[src/rtl/alu_operand_stage.sv]
// alu_operand_stage: forwards, transforms and skid-buffers adder operands in a 2-entry FIFO
module alu_operand_stage #(
  parameter int WIDTH = 3
) (
  input  logic             clk,
  input  logic             rst_n,
  input  logic             flush,
  input  logic             in_valid,
  output logic             in_ready,
  input  logic [1:0]       in_op,
  input  logic [WIDTH-1:0] in_a,
  input  logic [WIDTH-1:0] in_b,
  input  logic             in_a_fwd,
  input  logic             in_b_fwd,
  input  logic [WIDTH-1:0] fwd_data,
  output logic             out_valid,
  input  logic             out_ready,
  output logic [WIDTH-1:0] out_a,
  output logic [WIDTH-1:0] out_b,
  output logic             out_sub,
  output logic [1:0]       out_op,
  output logic [1:0]       occupancy
);
  logic [WIDTH-1:0] mem_a [2];
  logic [WIDTH-1:0] mem_b [2];
  logic             mem_sub [2];
  logic [1:0]       mem_op [2];
  logic             wr_ptr, rd_ptr;
  logic [1:0]       count;
  logic [WIDTH-1:0] a, b, t_a, t_b;
  logic             t_sub, push, pop;
  assign in_ready  = count != 2'd2;
  assign out_valid = count != 2'd0;
  assign push      = in_valid & in_ready;
  assign pop       = out_valid & out_ready;
  assign out_a     = mem_a[rd_ptr];
  assign out_b     = mem_b[rd_ptr];
  assign out_sub   = mem_sub[rd_ptr];
  assign out_op    = mem_op[rd_ptr];
  assign occupancy = count;
  // forward mux first, then the op transform that feeds the adder's A, B and carry-in
  always_comb begin
    a     = in_a_fwd ? fwd_data : in_a;
    b     = in_b_fwd ? fwd_data : in_b;
    t_a   = (in_op == 2'b11) ? '0 : a;
    t_b   = (in_op == 2'b00) ? b : (in_op == 2'b10) ? '0 : ~b;
    t_sub = in_op != 2'b00;
  end
  // circular buffer state; flush drops everything and wins over push/pop
  always_ff @(posedge clk or negedge rst_n) begin
    if (!rst_n) begin
      mem_a   <= '{default: '0};
      mem_b   <= '{default: '0};
      mem_sub <= '{default: 1'b0};
      mem_op  <= '{default: 2'b00};
      wr_ptr  <= 1'b0;
      rd_ptr  <= 1'b0;
      count   <= 2'd0;
    end else if (flush) begin
      wr_ptr <= 1'b0;
      rd_ptr <= 1'b0;
      count  <= 2'd0;
    end else begin
      if (push) begin
        mem_a[wr_ptr]   <= t_a;
        mem_b[wr_ptr]   <= t_b;
        mem_sub[wr_ptr] <= t_sub;
        mem_op[wr_ptr]  <= in_op;
        wr_ptr          <= ~wr_ptr;
      end
      if (pop) rd_ptr <= ~rd_ptr;
      count <= count + {1'b0, push} - {1'b0, pop};
    end
  end
endmodule

[config.mk]
export PLATFORM = sky130hd
export DESIGN_NAME = alu_operand_stage
export DESIGN_NICKNAME = d
export VERILOG_FILES = /design/src/rtl/alu_operand_stage.sv
export SDC_FILE = /design/constraint.sdc
export NUM_CORES = 1
export LEC_CHECK = 0
export CORE_MARGIN = 3
export CORE_UTILIZATION = 42
export DETAILED_ROUTE_END_ITERATION = 16
export GPL_ROUTABILITY_DRIVEN = 0
export PLACE_DENSITY = 0.74
export SYNTH_ARGS = -nofsm -noshare
export SYNTH_HDL_FRONTEND = slang
export SYNTH_SLANG_ARGS = --single-unit
export TNS_END_PERCENT = 30
[constraint.sdc]
create_clock -name clk -period 1.6 [get_ports clk]
set_input_delay 0.32 -clock clk [delete_from_list [all_inputs] [get_ports clk]]
set_output_delay 0.32 -clock clk [all_outputs]
set_load 0.05 [all_outputs]
==> metrics, run 1 <==
commonest non-fill, non-tap cells in the layout 20 x dfrtp_1, 17 x mux2_2, 17 x clkdlybuf4s50_1, 17 x buf_4, 13 x mux2_4; RSZ-0062 raised after global routing yes; Detailed Place HPWL 1950 um; Pint 2.22 mW; final WL 2940 um; cts-stage hold buffer count 0; worst hold path class input port to async pin; DRT Pass-1 Iters 4; synthesized net count 106; H-tree Lvls 1; post-synthesis cell count 86; vias in the first global route 1019; Synth Cell Area 1140 sq um; Max Clock Freq 570 MHz; number of synthesized register bits 22; WP data arrival 1.99 ns; Req. time, crit path 1.84 ns; gr usage total 0.182; CORE AREA 2520 sq um; # fillers 184; fin crit period 1.75 ns; I/O Buffers 30; area post-placement 1630 sq um; synthesized area per cell 13.3 sq um; Final Max Tran Viols 0; largest net degree at the start of global routing 23; sw frac 0.420; final-report hold violation count 0; Nets 162; diode count 0; Vias 898; Reg power frac 0.250; Pwr Density 2050 nW/um^2; DRT iter0 DRCs 3; YS warnings 0; failing checks negative setup slack; Setup crit end kind register; Die ar. 3380 sq um; crit start category register; Clock power frac 0.081; Max Cap Viol 0; Num CTS Buffers 3; CTS Buffer Depth 2; WL/cell 17.2 um; relative slew slack 0.818; Final Setup Violations 29; vias per cell 5.25; commonest non-fill, non-tap cell in the layout dfrtp_1; share of cells above drive strength 1 0.624; cell area after layout 1870 sq um; grt ovf 0; post-route ant nets 0; initial antenna violation count 0; synth-to-layout area growth 64.3%; LEAKAGE 0.858 nW; root buffer cell clkbuf_4; clock tree from TritonCTS done; Rows 18; power share of the combinational group 0.668; status finished, violations left; worst-path fanout max 3; Cell variety after synth 22; # DRC 0; Seq/Total Area, Yosys 0.483; IO Pins 31; WS Path Type register to register; global-route wire length before repair 4650 um; clk slew on worst S/H paths 0.12 ns; clock latency on the worst-skew pair 0.31 ns; Peak VDD IR 1.61 mV; overall die height 58.1 um; Initial Utilization 0.452; sw power 1.61 mW; Die Width 58.1 um; fin worst setup slack -0.155 ns; TritonCTS Sinks 22; Pwr Total 3.83 mW; Worst Tran Pin Value 0.270 ns; Setup Skew 0.00208 ns; fin crit share 1.10; setup TNS -1.60 ns
[Yosys cell counts]
master	number	area, sq um
xor2_1	1	8.76
a21oi_1	4	20.0
nand4b_2	1	15.0
inv_2	1	3.75
nor4_4	1	21.3
or3_2	1	7.51
or2_2	2	12.5
mux2i_1	6	60.1
nor3_1	1	5.00
o21ai_0	1	5.00
o21a_1	1	7.51
and2_1	1	6.26
and2b_2	1	8.76
clkbuf_1	2	7.51
nor2b_1	1	6.26
inv_1	2	7.51
mux2_2	30	338
xnor2_1	1	8.76
dfrtp_1	22	551
ha_1	2	25.0
nor2_1	3	11.3
nand2_1	1	3.75
[cell families (layout without fill, tap and decap cells)]
logic type	after synthesis	after routing	share of synthesized area
xor gates and xnor gates	2	2	0.0154
buffers and inverters	5	60	0.0165
AOI/OAI and AO/OA	6	6	0.0285
adders and majority gates	2	2	0.0220
DFF	22	22	0.483
and+or+nand+nor	13	13	0.0856
muxes	36	36	0.349
[final timing paths]
path                                 to  cells past startpoint  slack, ns          from
max in group asynchronous  occupancy[0]                      2       1.02         rst_n
min reg2reg                    mem_b[0]                      1       0.51      mem_b[0]
min in group clk               mem_b[0]                      1       0.51      mem_b[0]
min                            mem_b[3]                      2       0.33         rst_n
max reg2reg                occupancy[1]                      8      -0.15  occupancy[0]
max                        occupancy[1]                      8      -0.15  occupancy[0]
[flip-flops by register name (all words and copies together) (netlist names)]
name / cells
rd_ptr: 1
mem_a: 6
occupancy: 2
mem_op: 4
mem_b: 6
mem_sub: 2
wr_ptr: 1
[cell type report]
type | count | area [sq um] | share of cell area
clock buffer | 4 | 36.3 | 0.0194
inverter | 3 | 15.0 | 0.00802
multi-input combinational | 59 | 678 | 0.362
sequential | 22 | 553 | 0.295
tap | 30 | 37.5 | 0.0200
timing repair buffer | 53 | 553 | 0.295
[timing repair]
action	4_1_cts	5_1_grt
pin swaps	3	2
setup buffers	1	3
cloned	0	0
resized for setup	33	12
endpoints found under the setup margin	17	32
[stage by stage]
stage / setup WS, ns / instances / util / hold slack (ns)
detailed placement: -0.367 / 164 / 0.647 / 0.490
floorplan: -0.501 / 86 / - / 0.0244
finish: -0.155 / 171 / 0.743 / 0.335
global placement: -0.296 / 164 / 0.647 / 0.482
global route: -0.216 / 171 / 0.743 / 0.352
CTS: -0.143 / 169 / 0.714 / 0.351
[metal layers]
layer,global-route usage,part of all wire
met1,0.228,0.38
met2,0.324,0.56
met5,0,0
met4,0.0364,0.0078
met3,0.0356,0.053
[power by group through the flow]
stage	Combinational [mW]	Clock (mW)	Sequential, mW
floorplan	1.28	0	0.996
global route	2.69	0.344	1.00
finish	2.56	0.311	0.959
global placement	2.02	0	0.933
detailed placement	2.05	0	0.955
CTS	2.44	0.311	0.951
[worst max-delay path, stage by stage (launching register included)]
cell,delay [ns]
dfrtp_2,0.44
buf_4,0.14
o21a_1,0.21
ha_4,0.28
inv_2,0.04
ha_4,0.15
xor2_2,0.15
and2_4,0.16
nor3_2,0.11
Power figures use the tool's default switching activity.
==> run 2, diff against run 1 <==
Settings changed: CAP_MARGIN set to 20.
==> results of run 2 <==
Final layout, timing and power as in run 1 (identical DEF).
